**src/rtl/lif_neuron_scheduler_if.sv**
```systemverilog
// Host-side control bundle for the LIF neuron scheduler:
// config byte stream, pass control and spike result.
interface lif_neuron_scheduler_if #(
    parameter int N_NEURONS = 4
) ();
    logic                 cfg_valid;
    logic                 cfg_ready;
    logic [1:0]           cfg_sel;
    logic [7:0]           cfg_data;
    logic                 clear_state;
    logic                 start;
    logic                 busy;
    logic                 done;
    logic [N_NEURONS-1:0] spike_vec;

    modport master (
        output cfg_valid, cfg_sel, cfg_data, clear_state, start,
        input  cfg_ready, busy, done, spike_vec
    );

    modport slave (
        input  cfg_valid, cfg_sel, cfg_data, clear_state, start,
        output cfg_ready, busy, done, spike_vec
    );
endinterface

```
**src/rtl/lif_neuron_scheduler.sv**
```systemverilog
// Time-multiplexes one external LIF datapath over N_NEURONS virtual neurons,
// holding their weights, potentials and spike state plus a shared input vector.
module lif_neuron_scheduler #(
    parameter  int N_STAGES  = 4,
    parameter  int N_NEURONS = 4,
    localparam int INPUTS    = 2 ** N_STAGES,
    localparam int W         = N_STAGES + 2,
    localparam int BPN       = INPUTS / 8,
    localparam int NB        = N_NEURONS * BPN,
    localparam int IW        = $clog2(N_NEURONS),
    localparam int PW        = $clog2(NB)
) (
    input  logic                  clk,
    input  logic                  reset,
    lif_neuron_scheduler_if.slave ctl,
    output logic [INPUTS-1:0]     dp_w,
    output logic [INPUTS-1:0]     dp_x,
    output logic [W-1:0]          dp_prev_u,
    output logic                  dp_was_spike,
    output logic [W-1:0]          dp_minus_teta,
    output logic [2:0]            dp_shift,
    input  logic [W-1:0]          dp_u_out,
    input  logic                  dp_spike
);

    typedef enum logic [1:0] {IDLE, RUN, DONE} state_t;

    state_t                state_q, state_d;
    logic [IW-1:0]         idx_q, idx_d;
    logic [PW-1:0]         wp_q, wp_d;
    logic [INPUTS-1:0]     w_q [N_NEURONS];
    logic [INPUTS-1:0]     w_d [N_NEURONS];
    logic [INPUTS-1:0]     x_q, x_d;
    logic [W-1:0]          u_q [N_NEURONS];
    logic [W-1:0]          u_d [N_NEURONS];
    logic [N_NEURONS-1:0]  ws_q, ws_d;
    logic [N_NEURONS-1:0]  spk_q, spk_d;
    logic [W-1:0]          mt_q, mt_d;
    logic [2:0]            sh_q, sh_d;
    logic [IW-1:0]         sel;

    assign ctl.cfg_ready = (state_q == IDLE) && !ctl.start;
    assign ctl.busy      = (state_q != IDLE);
    assign ctl.done      = (state_q == DONE);
    assign ctl.spike_vec = spk_q;

    // Outside RUN the datapath sees neuron 0; its result is not captured there.
    assign sel           = (state_q == RUN) ? idx_q : '0;
    assign dp_w          = w_q[sel];
    assign dp_x          = x_q;
    assign dp_prev_u     = u_q[sel];
    assign dp_was_spike  = ws_q[sel];
    assign dp_minus_teta = mt_q;
    assign dp_shift      = sh_q;

    always_comb begin
        state_d = state_q;
        idx_d   = idx_q;
        wp_d    = wp_q;
        w_d     = w_q;
        x_d     = x_q;
        u_d     = u_q;
        ws_d    = ws_q;
        spk_d   = spk_q;
        mt_d    = mt_q;
        sh_d    = sh_q;
        unique case (state_q)
            IDLE: begin
                if (ctl.start) begin
                    state_d = RUN;
                    idx_d   = '0;
                end else begin
                    if (ctl.cfg_valid) begin
                        unique case (ctl.cfg_sel)
                            2'b00: x_d = INPUTS'({x_q, ctl.cfg_data});
                            2'b01: begin
                                for (int n = 0; n < N_NEURONS; n++)
                                    for (int b = 0; b < BPN; b++)
                                        if (wp_q == PW'(n * BPN + b))
                                            w_d[n][8*b +: 8] = ctl.cfg_data;
                                wp_d = (wp_q == PW'(NB - 1)) ? '0 : wp_q + PW'(1);
                            end
                            2'b10: mt_d = ctl.cfg_data[W-1:0];
                            2'b11: sh_d = ctl.cfg_data[2:0];
                            default: ;
                        endcase
                    end
                    if (ctl.clear_state) begin
                        for (int n = 0; n < N_NEURONS; n++)
                            u_d[n] = '0;
                        ws_d = '0;
                        wp_d = '0;
                    end
                end
            end
            RUN: begin
                u_d[idx_q]   = dp_u_out;
                ws_d[idx_q]  = dp_spike;
                spk_d[idx_q] = dp_spike;
                if (idx_q == IW'(N_NEURONS - 1))
                    state_d = DONE;
                else
                    idx_d = idx_q + IW'(1);
            end
            DONE:    state_d = IDLE;
            default: state_d = IDLE;
        endcase
    end

    always_ff @(posedge clk or posedge reset) begin
        if (reset) begin
            state_q <= IDLE;
            idx_q   <= '0;
            wp_q    <= '0;
            x_q     <= '0;
            ws_q    <= '0;
            spk_q   <= '0;
            mt_q    <= W'(-5);
            sh_q    <= '0;
            for (int n = 0; n < N_NEURONS; n++) begin
                w_q[n] <= '1;
                u_q[n] <= '0;
            end
        end else begin
            state_q <= state_d;
            idx_q   <= idx_d;
            wp_q    <= wp_d;
            w_q     <= w_d;
            x_q     <= x_d;
            u_q     <= u_d;
            ws_q    <= ws_d;
            spk_q   <= spk_d;
            mt_q    <= mt_d;
            sh_q    <= sh_d;
        end
    end

endmodule

```
**src/flat_wrapper.sv**
```systemverilog
// flat-port wrapper written by rule: the top's interface ports become plain ports
module lif_neuron_scheduler_flat 
#(
    parameter  int N_STAGES  = 4,
    parameter  int N_NEURONS = 4,
    localparam int INPUTS    = 2 ** N_STAGES,
    localparam int W         = N_STAGES + 2,
    localparam int BPN       = INPUTS / 8,
    localparam int NB        = N_NEURONS * BPN,
    localparam int IW        = $clog2(N_NEURONS),
    localparam int PW        = $clog2(NB)
)
  (clk, reset, dp_w, dp_x, dp_prev_u, dp_was_spike, dp_minus_teta, dp_shift, dp_u_out, dp_spike, ctl_cfg_valid, ctl_cfg_sel, ctl_cfg_data, ctl_clear_state, ctl_start, ctl_cfg_ready, ctl_busy, ctl_done, ctl_spike_vec);
  lif_neuron_scheduler_if #(.N_NEURONS(N_NEURONS)) ctl_i ();
  input  logic clk;
  input  logic reset;
  output logic [INPUTS-1:0] dp_w;
  output logic [INPUTS-1:0] dp_x;
  output logic [W-1:0] dp_prev_u;
  output logic dp_was_spike;
  output logic [W-1:0] dp_minus_teta;
  output logic [2:0] dp_shift;
  input  logic [W-1:0] dp_u_out;
  input  logic dp_spike;
  input wire logic [$bits(ctl_i.cfg_valid)-1:0] ctl_cfg_valid;
  input wire logic [$bits(ctl_i.cfg_sel)-1:0] ctl_cfg_sel;
  input wire logic [$bits(ctl_i.cfg_data)-1:0] ctl_cfg_data;
  input wire logic [$bits(ctl_i.clear_state)-1:0] ctl_clear_state;
  input wire logic [$bits(ctl_i.start)-1:0] ctl_start;
  output wire logic [$bits(ctl_i.cfg_ready)-1:0] ctl_cfg_ready;
  output wire logic [$bits(ctl_i.busy)-1:0] ctl_busy;
  output wire logic [$bits(ctl_i.done)-1:0] ctl_done;
  output wire logic [$bits(ctl_i.spike_vec)-1:0] ctl_spike_vec;
  assign ctl_i.cfg_valid = ctl_cfg_valid;
  assign ctl_i.cfg_sel = ctl_cfg_sel;
  assign ctl_i.cfg_data = ctl_cfg_data;
  assign ctl_i.clear_state = ctl_clear_state;
  assign ctl_i.start = ctl_start;
  assign ctl_cfg_ready = ctl_i.cfg_ready;
  assign ctl_busy = ctl_i.busy;
  assign ctl_done = ctl_i.done;
  assign ctl_spike_vec = ctl_i.spike_vec;
  lif_neuron_scheduler #(.N_STAGES(N_STAGES), .N_NEURONS(N_NEURONS)) u_core (.clk(clk), .reset(reset), .ctl(ctl_i), .dp_w(dp_w), .dp_x(dp_x), .dp_prev_u(dp_prev_u), .dp_was_spike(dp_was_spike), .dp_minus_teta(dp_minus_teta), .dp_shift(dp_shift), .dp_u_out(dp_u_out), .dp_spike(dp_spike));
endmodule
```
**config.mk**
```make
export PLATFORM = sky130hd
export DESIGN_NAME = lif_neuron_scheduler_flat
export DESIGN_NICKNAME = d
export VERILOG_FILES = /design/src/rtl/lif_neuron_scheduler_if.sv /design/src/rtl/lif_neuron_scheduler.sv /design/src/flat_wrapper.sv
export SDC_FILE = /design/constraint.sdc
export NUM_CORES = 1
export LEC_CHECK = 0
export CAP_MARGIN = 20
export CORE_ASPECT_RATIO = 0.8
export CORE_MARGIN = 1.5
export CORE_UTILIZATION = 50
export DETAILED_ROUTE_END_ITERATION = 10
export HOLD_SLACK_MARGIN = 0.06
export PLACE_DENSITY = 0.73
export RECOVER_POWER = 100
export SKIP_LAST_GASP = 1
export SYNTH_ARGS = -nofsm -noshare
export SYNTH_HDL_FRONTEND = slang
export SYNTH_SLANG_ARGS = --single-unit
```
**constraint.sdc**
```tcl
create_clock -name clk -period 5.8 [get_ports clk]
set_clock_uncertainty 0.1 [all_clocks]
set_input_delay 0.87 -clock clk [delete_from_list [all_inputs] [get_ports clk]]
set_output_delay 0.87 -clock clk [all_outputs]
set_load 0.02 [all_outputs]
```
## Yosys cells after proc, flatten, opt, wreduce, memory -nomap -nowiden

Index checks and enable logic that the tools add are counted.

- Reductions and logical operators: 26
- Muxes and demuxes: 32
- Bitwise operators: 3
- Equality and inequality tests: 18
- Add/subtract/negate cells: 2
- $lt $le $gt $ge: 6

Operators by type and width:

| kind | count |
|---|---|
| two-way mux 24 bit | 2 |
| case mux 24 bit (2 select lines) | 1 |
| AND reduction 5 bit | 8 |
| binary-select mux 16 bit (select 2 bit) | 1 |
| two-way mux 16 bit | 2 |
| bitwise mux 24 bit | 1 |
| two-way mux 6 bit | 3 |
| AND reduction 4 bit | 4 |
| binary-select mux 6 bit (select 2 bit) | 1 |
| demux 6 bit (select 2 bit) | 1 |
| == test 3 bit (second input constant) | 4 |
| two-way mux 3 bit | 4 |
| two-way mux 2 bit | 5 |
| inequality test 2 bit (second input constant) | 5 |
| bitwise mux 4 bit | 2 |
| == test 2 bit (second input constant) | 4 |
| two-way mux 4 bit | 2 |
| case mux 2 bit (2 select lines) | 2 |
| case mux 4 bit (2 select lines) | 1 |
| nonzero test 2 bit | 4 |
| == test 3 x 2 -> 1 bit (second input constant) | 2 |
| >= comparator 3 bit (second input constant) | 2 |
| less-than comparator 2 x 3 -> 1 bit (second input constant) | 2 |
| NOT 2 -> 3 bit | 2 |
| other kinds (16) | 22 |

- Bits in registers: 128
- Output and inout port bits: 55
- Input bits: 22

## Longest topological paths before layout

- Depth in word-level cells: 7
- Gate-level depth with buffers: 6

## Worst setup path before layout

Ideal clock, no wire load.

- Kind: reg2out
- Start point: register u_core.idx_q[0]
- End point: output port dp_prev_u[0]
- Path buffers: 2
- Slack: 3.306 ns
- Stages on the path, launching flop included: 6
- Data arrival time: 1.524 ns
- Cell sequence: dfrtp_1 -> buf_2 -> nand3b_1 -> buf_2 -> mux2i_1 -> mux2i_1

- Longest elaborated chain between the ends: 5

RTL lines:

| item | line | text |
|---|---|---|
| from (decl) | lif_neuron_scheduler.sv:29 | `logic [IW-1:0] idx_q, idx_d;` |
| from (signal assigned) | lif_neuron_scheduler.sv:126 | `idx_q <= idx_d;` |
| two-way mux 2 bit | lif_neuron_scheduler.sv:48 | `assign sel = (state_q == RUN) ? idx_q : '0;` |
| NOT 2 -> 3 bit (not written as such) | lif_neuron_scheduler.sv:51 | `assign dp_prev_u = u_q[sel];` |
| binary-select mux 6 bit (select 2 bit) | lif_neuron_scheduler.sv:51 |  |
| two-way mux 6 bit (not written as such) (2 in series) | lif_neuron_scheduler.sv:51 |  |
| to (decl) | flat_wrapper.sv:19 | `output logic [W-1:0] dp_prev_u;` |

No other way between the ends. The select of a mux whose other input is x is not followed.

## Final worst setup path

- Start point: register u_core.idx_q[0]
- End point: output port dp_w[4]

- Longest elaborated chain between the ends: 5

RTL lines:

| item | line | text |
|---|---|---|
| two-way mux 2 bit | lif_neuron_scheduler.sv:48 |  |
| NOT 2 -> 3 bit (not written as such) | lif_neuron_scheduler.sv:49 | `assign dp_w = w_q[sel];` |
| binary-select mux 16 bit (select 2 bit) | lif_neuron_scheduler.sv:49 |  |
| two-way mux 16 bit (not written as such) (2 in series) | lif_neuron_scheduler.sv:49 |  |
| to (decl) | flat_wrapper.sv:17 | `output logic [INPUTS-1:0] dp_w;` |

No other way between the ends. The select of a mux whose other input is x is not followed.

==> run_results.csv <==
group,metric,value,unit
floorplanning,core-area,11500,sq um
timing,rsz0062_at_grt,"no",
run_status,violations,"capacitance limit, slew limit",
critical_path,startpoint,"u_core.idx_q[0]$_DFFE_PP0P_",
timing,worst_pin_slew,2190,ps
grt,grt_pass1_wl,20.5,mm
critical_path,r2r_cells,3,
yosys,synthArstFlopShare,1.00,
yosys,synth_ff_type,"dfstp_2",
critical_path,critPathLaunchType,"flop",
clocking,clkTransAtPathRegs,60,ps
clocking,postCtsHoldBufs,0,
yosys,ys_ff_latch,128,
min_path,min_path_type,"flop to flop",
clocking,cts_root_buf,"clkbuf_16",
layout,drive_gt1_frac,0.408,
clocking,clockBufferDepth,2,
place,gp_congestion,0.740,
yosys,ys.warnings.count,0,
detailed_routing,drtPass1Iterations,4,
timing,setup_tns,0,ps
clocking,postCtsSetupBuffers,0,
place,io_buffer_count,76,
layout,area_growth_syn_to_layout,24.4,%
critical_path,cp_max_fo,27,
run_status,outcome,"complete, but fails checks",
floorplanning,die-area,12500,sq um
floorplanning,die_h,100,microns
clocking,clock_latency,410,ps
clocking,cts_resized,0,
grt,antenna_found_initial,0,
layout,diodes,0,
grt,track_usage,0.215,
clocking,cts_buffers,17,
timing,min_period,4550,ps
floorplanning,dieWidth,125,microns
yosys,syn_nets,438,
place,dp_hpwl,8.01,mm
grt,grt_overflow,0,
pwr,powerDensity,522,nW/um^2
detailed_routing,drtAntennaViolNets,0,
timing,clock.fmax,220,MHz
yosys,synthCells,406,
critical_path,crit_path_end_kind,"primary output",
yosys,synth_cell_types,33,
layout,fin_area,7350,sq um
floorplanning,rows,35,
yosys,syn_avg_cell_area,14.5,sq um
pwr,ir_drop,0.292,mV
flow_run,drv_cap,3,
timing,drv_slew,84,
floorplanning,start_util,0.513,
min_path,holdPathStages,1,
timing,final_hold_viol_count,0,
timing,finalCritPeriodShare,0.785,
detailed_routing,routed_wl,12.7,mm
detailed_routing,dr_total_vias,3637,
timing,setup_viol,0,
clocking,htreeDepth,4,
pwr,p_leak,3.46,nW
detailed_routing,drt_iter0_markers,204,
place,placed_area,6770,sq um
grt,grt_pass1_vias,3797,
detailed_routing,vias_per_cell,5.66,
detailed_routing,drc,0,
clocking,tritoncts,"yes",
floorplanning,io_pins,77,
layout,utilization,0.638,
critical_path,worstSetupPathType,"flop to primary output",
yosys,synth_edf_count,0,
critical_path,crit_arrival,3580,ps
yosys,syn_area,5910,sq um
yosys,synth-seq-area-share,0.557,
critical_path,r2r_start,"u_core.state_q[0]$_DFFE_PP0P_",
timing,max_slew_margin,-0.463,
critical_path,critPathRequiredTime,4830,ps
min_path,hold_start,"u_core.dp_minus_teta[2]$_DFFE_PP0P_",
clocking,clock_sinks,128,
detailed_routing,avgRoutedWirePerCell,19.8,microns
layout,fin_nets,514,
grt,grt_max_degree,91,
## report_power, final
part,internal [mW],switching [mW]
registers,1.19,0.162
logic,0.670,0.727
clock network,0.680,0.405
## placed cells by master (no fill, tap or decap), types with 2 or more instances in the layout
master / instances
nand3_1: 2
clkbuf_16: 17
and2_0: 3
dfrtp_1: 59
a32o_1: 2
and3_1: 2
nand2_1: 5
a21oi_1: 2
dlygate4sd3_1: 57
buf_4: 2
clkinv_2: 2
clkbuf_1: 2
a22o_1: 31
clkdlybuf4s50_1: 19
bufinv_16: 3
mux2i_1: 69
nand3b_1: 2
clkinvlp_4: 5
inv_6: 5
and4_1: 3
mux2_2: 94
nand4_1: 3
ha_1: 10
inv_1: 5
nor2b_1: 3
dfstp_2: 69
a21o_1: 4
nor2_1: 3
## Yosys cell counts, types with 2 or more instances
master / number / area share
a22o_1: 31 / 0.046
buf_1: 5 / 0.0032
mux2_2: 94 / 0.18
nand3b_1: 2 / 0.0025
a32o_1: 2 / 0.0034
nor2b_1: 3 / 0.0032
nand2_1: 5 / 0.0032
dfrtp_1: 59 / 0.25
clkbuf_1: 7 / 0.0044
a21o_1: 4 / 0.0051
dfstp_2: 69 / 0.31
and2_1: 4 / 0.0042
a21oi_1: 2 / 0.0017
nand4_2: 3 / 0.0064
ha_1: 10 / 0.021
inv_1: 6 / 0.0038
nand3_2: 2 / 0.0034
mux2i_1: 69 / 0.12
and3_1: 2 / 0.0021
and4_1: 3 / 0.0044
nor2_1: 3 / 0.0019
buf_2: 10 / 0.0085
## state kept, by name, indices dropped and copies added, names as in the netlist
register              count
u_core.w_q               64
u_core.u_q               24
u_core.dp_x              16
u_core.dp_minus_teta      6
u_core.ctl.spike_vec      4
u_core.ws_q               4
u_core.dp_shift           3
u_core.wp_q               3
u_core.idx_q              2
u_core.state_q            2
## worst max-delay path, stage by stage (launching register included)
cell	delay (ps)
dfrtp_1	360
clkbuf_1	1570
mux2i_1	270
mux2i_1	250
dlygate4sd3_1	700
## cell families after synthesis
family,Yosys count,share of synthesized area
multiplexers,163,0.296
flip-flops,128,0.557
AO/OA/AOI/OAI,42,0.0602
AND/OR/NAND/NOR,32,0.0419
buffers and inverters,31,0.0237
adder cells (fa/ha/maj),10,0.0212
## per-stage QoR
step,instances,worst slack (ps),total power [mW],hold slack [ps]
2_1_floorplan,406,1530,2.27,365
3_3_place_gp,610,2370,2.78,381
3_5_place_dp,610,2280,2.83,382
4_1_cts,642,2130,3.93,403
5_1_grt,643,1000,4.03,414
6_report,643,1250,3.84,400
## per-layer routing
| layer | track usage | wire [microns] | vias up |
|---|---|---|---|
| met5 | 0 | 0 | - |
| met4 | 0.0920 | 157 | 0 |
| li1 | - | - | 1647 |
| met3 | 0.0512 | 534 | 13 |
| met1 | 0.297 | 6140 | 1896 |
| met2 | 0.327 | 5890 | 81 |
## final timing paths
kind / slack, ps / to
worst max-delay path: 1250 / dp_w[4]
worst min-delay path: 400 / u_core.dp_minus_teta[2]$_DFFE_PP0P_
worst max register to register: 1830 / u_core.dp_x[0]$_DFFE_PP0P_
worst min register to register: 400 / u_core.dp_minus_teta[2]$_DFFE_PP0P_
max in group asynchronous: 2200 / u_core.ws_q[0]$_DFFE_PP0P_
min in group asynchronous: 1030 / u_core.u_q[2]$_DFFE_PP0P_
## area by class of cell
class / instances / area, sq um
tap: 148 / 185
timing repair buffer: 81 / 811
inverter: 7 / 27.5
multi-input combinational: 247 / 2430
clock buffer: 17 / 425
fill: 888 / 4170
sequential: 128 / 3290
clock inverter: 15 / 181
(Power assumes the default switching activity.)
==> RTL edit 1, RTL diff (same settings) <==
`N_NEURONS` is set to 4 in 3 places; all go to 8.
--- a/src/rtl/lif_neuron_scheduler_if.sv
+++ b/src/rtl/lif_neuron_scheduler_if.sv
@@ -1,7 +1,7 @@
 // Host-side control bundle for the LIF neuron scheduler:
 // config byte stream, pass control and spike result.
 interface lif_neuron_scheduler_if #(
-    parameter int N_NEURONS = 4
+    parameter int N_NEURONS = 8
 ) ();
     logic                 cfg_valid;
     logic                 cfg_ready;
--- a/src/rtl/lif_neuron_scheduler.sv
+++ b/src/rtl/lif_neuron_scheduler.sv
@@ -2,7 +2,7 @@
 // holding their weights, potentials and spike state plus a shared input vector.
 module lif_neuron_scheduler #(
     parameter  int N_STAGES  = 4,
-    parameter  int N_NEURONS = 4,
+    parameter  int N_NEURONS = 8,
     localparam int INPUTS    = 2 ** N_STAGES,
     localparam int W         = N_STAGES + 2,
     localparam int BPN       = INPUTS / 8,
--- a/src/flat_wrapper.sv
+++ b/src/flat_wrapper.sv
@@ -2,7 +2,7 @@
 module lif_neuron_scheduler_flat 
 #(
     parameter  int N_STAGES  = 4,
-    parameter  int N_NEURONS = 4,
+    parameter  int N_NEURONS = 8,
     localparam int INPUTS    = 2 ** N_STAGES,
     localparam int W         = N_STAGES + 2,
     localparam int BPN       = INPUTS / 8,
Interface: changed (resized ctl_spike_vec); port bits go from 77 to 81. No check against the original RTL was run, so the function may have changed too.
==> RTL edit 1 against the unedited design <==
The run still ends with max-capacitance violations, max-slew violations left; worst hold slack lost 0.011 ns; total power grew 61%; count of clock-buffer cells in the layout grew 25; sequential cell count grew 98; design area grew 70%; routed wire length grew 100%; area after synthesis grew 84%; setup slack lost 0.61 ns; clock power grew 33%; synthesized cell count grew 110%; global-route usage grew 2.0 points; first-iteration DRC count grew to 2.9 times the old value; critical path depth grew 1.
==> RTL edit 1: results (changes against the unedited design) <==
* First-pass GRT wire length at 41190 µm (+100%)
* Clk_lat worst skew at 0.51 ns (+0.10 ns)
* Max reg flops at 128 (+100%)
* Num CTS Buffers at 24 (+7)
* Synth cell count leaders: 155 x mux2_2, 133 x dfstp_2, 93 x dfrtp_1
* Max VDD drop at 0.2976 mV (+1.9%)
* WL met2 at 10630 µm (+80%)
* Status: finished with violations
* Number of max-cap violations at 4 (+1)
* Final Max Slew Viols at 233 (+180%)
* Worst R2R End: u_core.ctl.spike_vec[5]
* Crit path largest cell delay at 1.14 ns (-0.43 ns)
* CP Max Fanout at 84 (+210%)
* Largest net degree at the start of global routing at 178 (+96%)
* PwrDens at 494.4 nW/µm² (-5.3%)
* Count of different cell masters after synthesis at 51 (+55%)
* Layout cells sized above 1 at 37.85% (-3.0 points)
* Mapped Nets at 866 (+98%)
* # fillers at 1714 (+93%)
* Placement Cell Area at 11830 µm² (+75%)
* Flop2flop setup slack at 1.98 ns (+0.15 ns)
* Final #Nets at 911 (+77%)
* Failing checks: max-capacitance violations, max-slew violations
* R2R depth at 4 (+1)
* CTS H-tree depth at 1 (-3)
* Period utilization at 88.99% (+11 points)
* Met1 global-route usage at 38.52% (+8.8 points)
* WHS Endpoint: u_core.dp_x[14]
* Leakage power total at 5.409 nW (+56%)
* CP endpoint: dp_prev_u[2]
## RTL edit 1: area by class of cell
type | instances | area share, %
repair buffers | 89 | 6.866
multi-input cells | 535 | 37.57
clock buffers | 42 | 5.843
clock inverters | 2 | 0.08018
inverters | 7 | 0.2205
well taps | 275 | 2.756
flip-flops and latches | 226 | 46.67
## RTL edit 1: logic make-up (layout without fill, tap and decap cells)
logic type	after synthesis	in the layout	share of synthesized area [%]
buffers and inverters	77	140	3.010
AOI/OAI and AO/OA	180	180	12.48
adders and majority gates	6	6	0.6892
and+or+nand+nor	130	130	8.007
DFF	226	226	53.45
muxes	219	219	22.37
## RTL edit 1: worst reg2reg max path: cells and delay by family, from the launching register on
kind | cells | cell delay, ns
buf+inv | 1 | 1.20
flops | 1 | 1.06
mux | 1 | 0.39
simple gates | 2 | 0.96
## RTL edit 1: report_power, final
group,total (W),switching [W],internal [W]
Sequential,0.00226,0.000339,0.00192
Combinational,0.00247,0.00132,0.00115
Clock,0.00144,0.000596,0.000847
==> RTL edit 2, RTL diff (same settings) <==
Made on the original files. `x_q` and `ws_q` no longer have a reset.
--- a/src/rtl/lif_neuron_scheduler.sv
+++ b/src/rtl/lif_neuron_scheduler.sv
@@ -112,8 +112,6 @@
             state_q <= IDLE;
             idx_q   <= '0;
             wp_q    <= '0;
-            x_q     <= '0;
-            ws_q    <= '0;
             spk_q   <= '0;
             mt_q    <= W'(-5);
             sh_q    <= '0;
@@ -126,14 +124,17 @@
             idx_q   <= idx_d;
             wp_q    <= wp_d;
             w_q     <= w_d;
-            x_q     <= x_d;
             u_q     <= u_d;
-            ws_q    <= ws_d;
             spk_q   <= spk_d;
             mt_q    <= mt_d;
             sh_q    <= sh_d;
         end
     end
 
+    always_ff @(posedge clk) begin
+        x_q  <= x_d;
+        ws_q <= ws_d;
+    end
+
 endmodule
 
Formal check against the unedited RTL: not equivalent (Yosys sat finds a counterexample within 4 cycles, from zero or initial values and one cycle with reset high).
==> RTL edit 2 against the unedited design <==
The run still ends with max-capacitance violations, max-slew violations left; cell count increased by 4.0%; routed wire length rose by 6.6%; combinational power rose by 13%; register-to-register slack improved by 0.20 ns; core utilization shrank 1.2 points; via count is 9.0% higher; setup slack worse by 0.33 ns; total power increased by 0.24%; non-clock buffer count is 2 lower; sequential cell count did not move; area after synthesis rose by 1.7%; worst hold slack worse by 0.059 ns; design area decreased by 1.1%; critical path type unchanged; largest cell class unchanged; highest routed layer unchanged.
==> RTL edit 2: results (changes against the unedited design) <==
* Largest net degree at the start of global routing at 72 (-21%)
* Worst EP arrival at 3.92 ns (+0.34 ns)
* Max reg flops at 64 (unchanged)
* DR WL/cell at 20.29 µm (+2.5%)
* Synth async-reset ratio at 84.38% (-16 points)
* Initial antenna violation count at 0 (unchanged)
* Final GP Congestion at 0.8602 (+16%)
* EDFF count, synth at 20 (+20)
* Switching Fraction at 36.71% (+3.0 points)
* Flop2flop setup slack at 2.03 ns (+0.20 ns)
* First-pass GRT wire length at 21890 µm (+6.7%)
* Max VDD drop at 0.3057 mV (+4.6%)
* Mapped Nets at 469 (+7.1%)
* Number of max-cap violations at 4 (+1)
* Number of global-route vias before repair at 4092 (+7.8%)
* GRT Resource Usage Total at 22.60% (+1.1 points)
* Crit path largest cell delay at 1.33 ns (-0.24 ns)
* Worst-Margin Slew at 3.182 ns (+0.9867 ns)
* Failing checks: max-capacitance violations, max-slew violations
* Fmax at 0.2047 GHz (-6.9%)
* CP Max Fanout at 39 (+44%)
* Iteration count of the initial detailed-routing pass at 6 (+2)
* Starting DRT DRC Count at 295 (+45%)
* Sequential area share after synthesis at 56.43% (+0.74 points)
* Routed vias/inst at 5.928 (+4.8%)
* Leakage power total at 3.081 nW (-11%)
* Final #Nets at 540 (+5.1%)
* Status: finished with violations
* Post-DP HPWL at 8802 µm (+9.9%)
* Count of different cell masters after synthesis at 43 (+30%)
* Top cells by area, synth: dfstp_2 30%, dfrtp_1 16%, mux2_2 16%
* Layout cells sized above 1 at 37.62% (-3.2 points)
* Final Max Slew Viols at 129 (+54%)
-- RTL edit 2: metrics by stage --
step	instance area, µm²	total power (W)	cells	utilization (%)	hold WS, ns
floorplan	6007	0.002353	437	-	0.3575
global placement	6837	0.002944	637	58.91	0.3357
detailed placement	6837	0.002975	637	58.91	0.3373
CTS	7362	0.003942	669	63.44	0.3496
global route	7263	0.004044	669	62.59	0.3503
finish	7263	0.003846	669	62.59	0.3412
-- RTL edit 2: final cells by class --
| class | count | area share (%) |
|---|---|---|
| timing repair buffer | 79 | 10.73 |
| clock buffer | 23 | 6.443 |
| clock inverter | 9 | 0.7924 |
| multi-input combinational | 274 | 32.39 |
| inverter | 8 | 0.4307 |
| tap | 148 | 2.550 |
| sequential | 128 | 46.67 |
-- RTL edit 2: cell families (layout without fill, tap and decap cells) --
family | after synthesis | after routing | synth area share, %
adder cells (fa/ha/maj) | 10 | 10 | 2.083
multiplexers | 105 | 105 | 19.93
AO/OA/AOI/OAI | 92 | 92 | 10.98
flip-flops | 128 | 128 | 56.43
AND/OR/NAND/NOR | 67 | 67 | 7.477
buffers and inverters | 35 | 119 | 3.104
-- RTL edit 2: path summary, 6_finish.rpt --
check                           startpoint                      end  depth (start not counted)
max                        u_core.idx_q[0]                  dp_w[2]                          5
min                         u_core.dp_x[4]          u_core.dp_x[12]                          0
max reg2reg                u_core.idx_q[0]  u_core.ctl.spike_vec[3]                          4
min reg2reg                 u_core.dp_x[4]          u_core.dp_x[12]                          0
max in group asynchronous            reset           u_core.w_q[38]                          3
min in group asynchronous            reset  u_core.ctl.spike_vec[3]                          2
-- RTL edit 2: power groups by stage --
stage          logic, W  registers [W]  clock network, W
2_1_floorplan   0.00105        0.00130                 0
4_1_cts         0.00166        0.00131          0.000968
6_report        0.00158        0.00131          0.000953
5_1_grt         0.00170        0.00134           0.00101
3_3_place_gp    0.00164        0.00131                 0
3_5_place_dp    0.00165        0.00132                 0
-- RTL edit 2: metal layers --
layer,global-route usage [%],routed length (µm),vias to the layer above
li1,-,-,1781
met1,31.15,6547,2050
met2,34.57,6177,122
met3,5.998,718,13
met4,8.392,127,0
met5,0,0,-
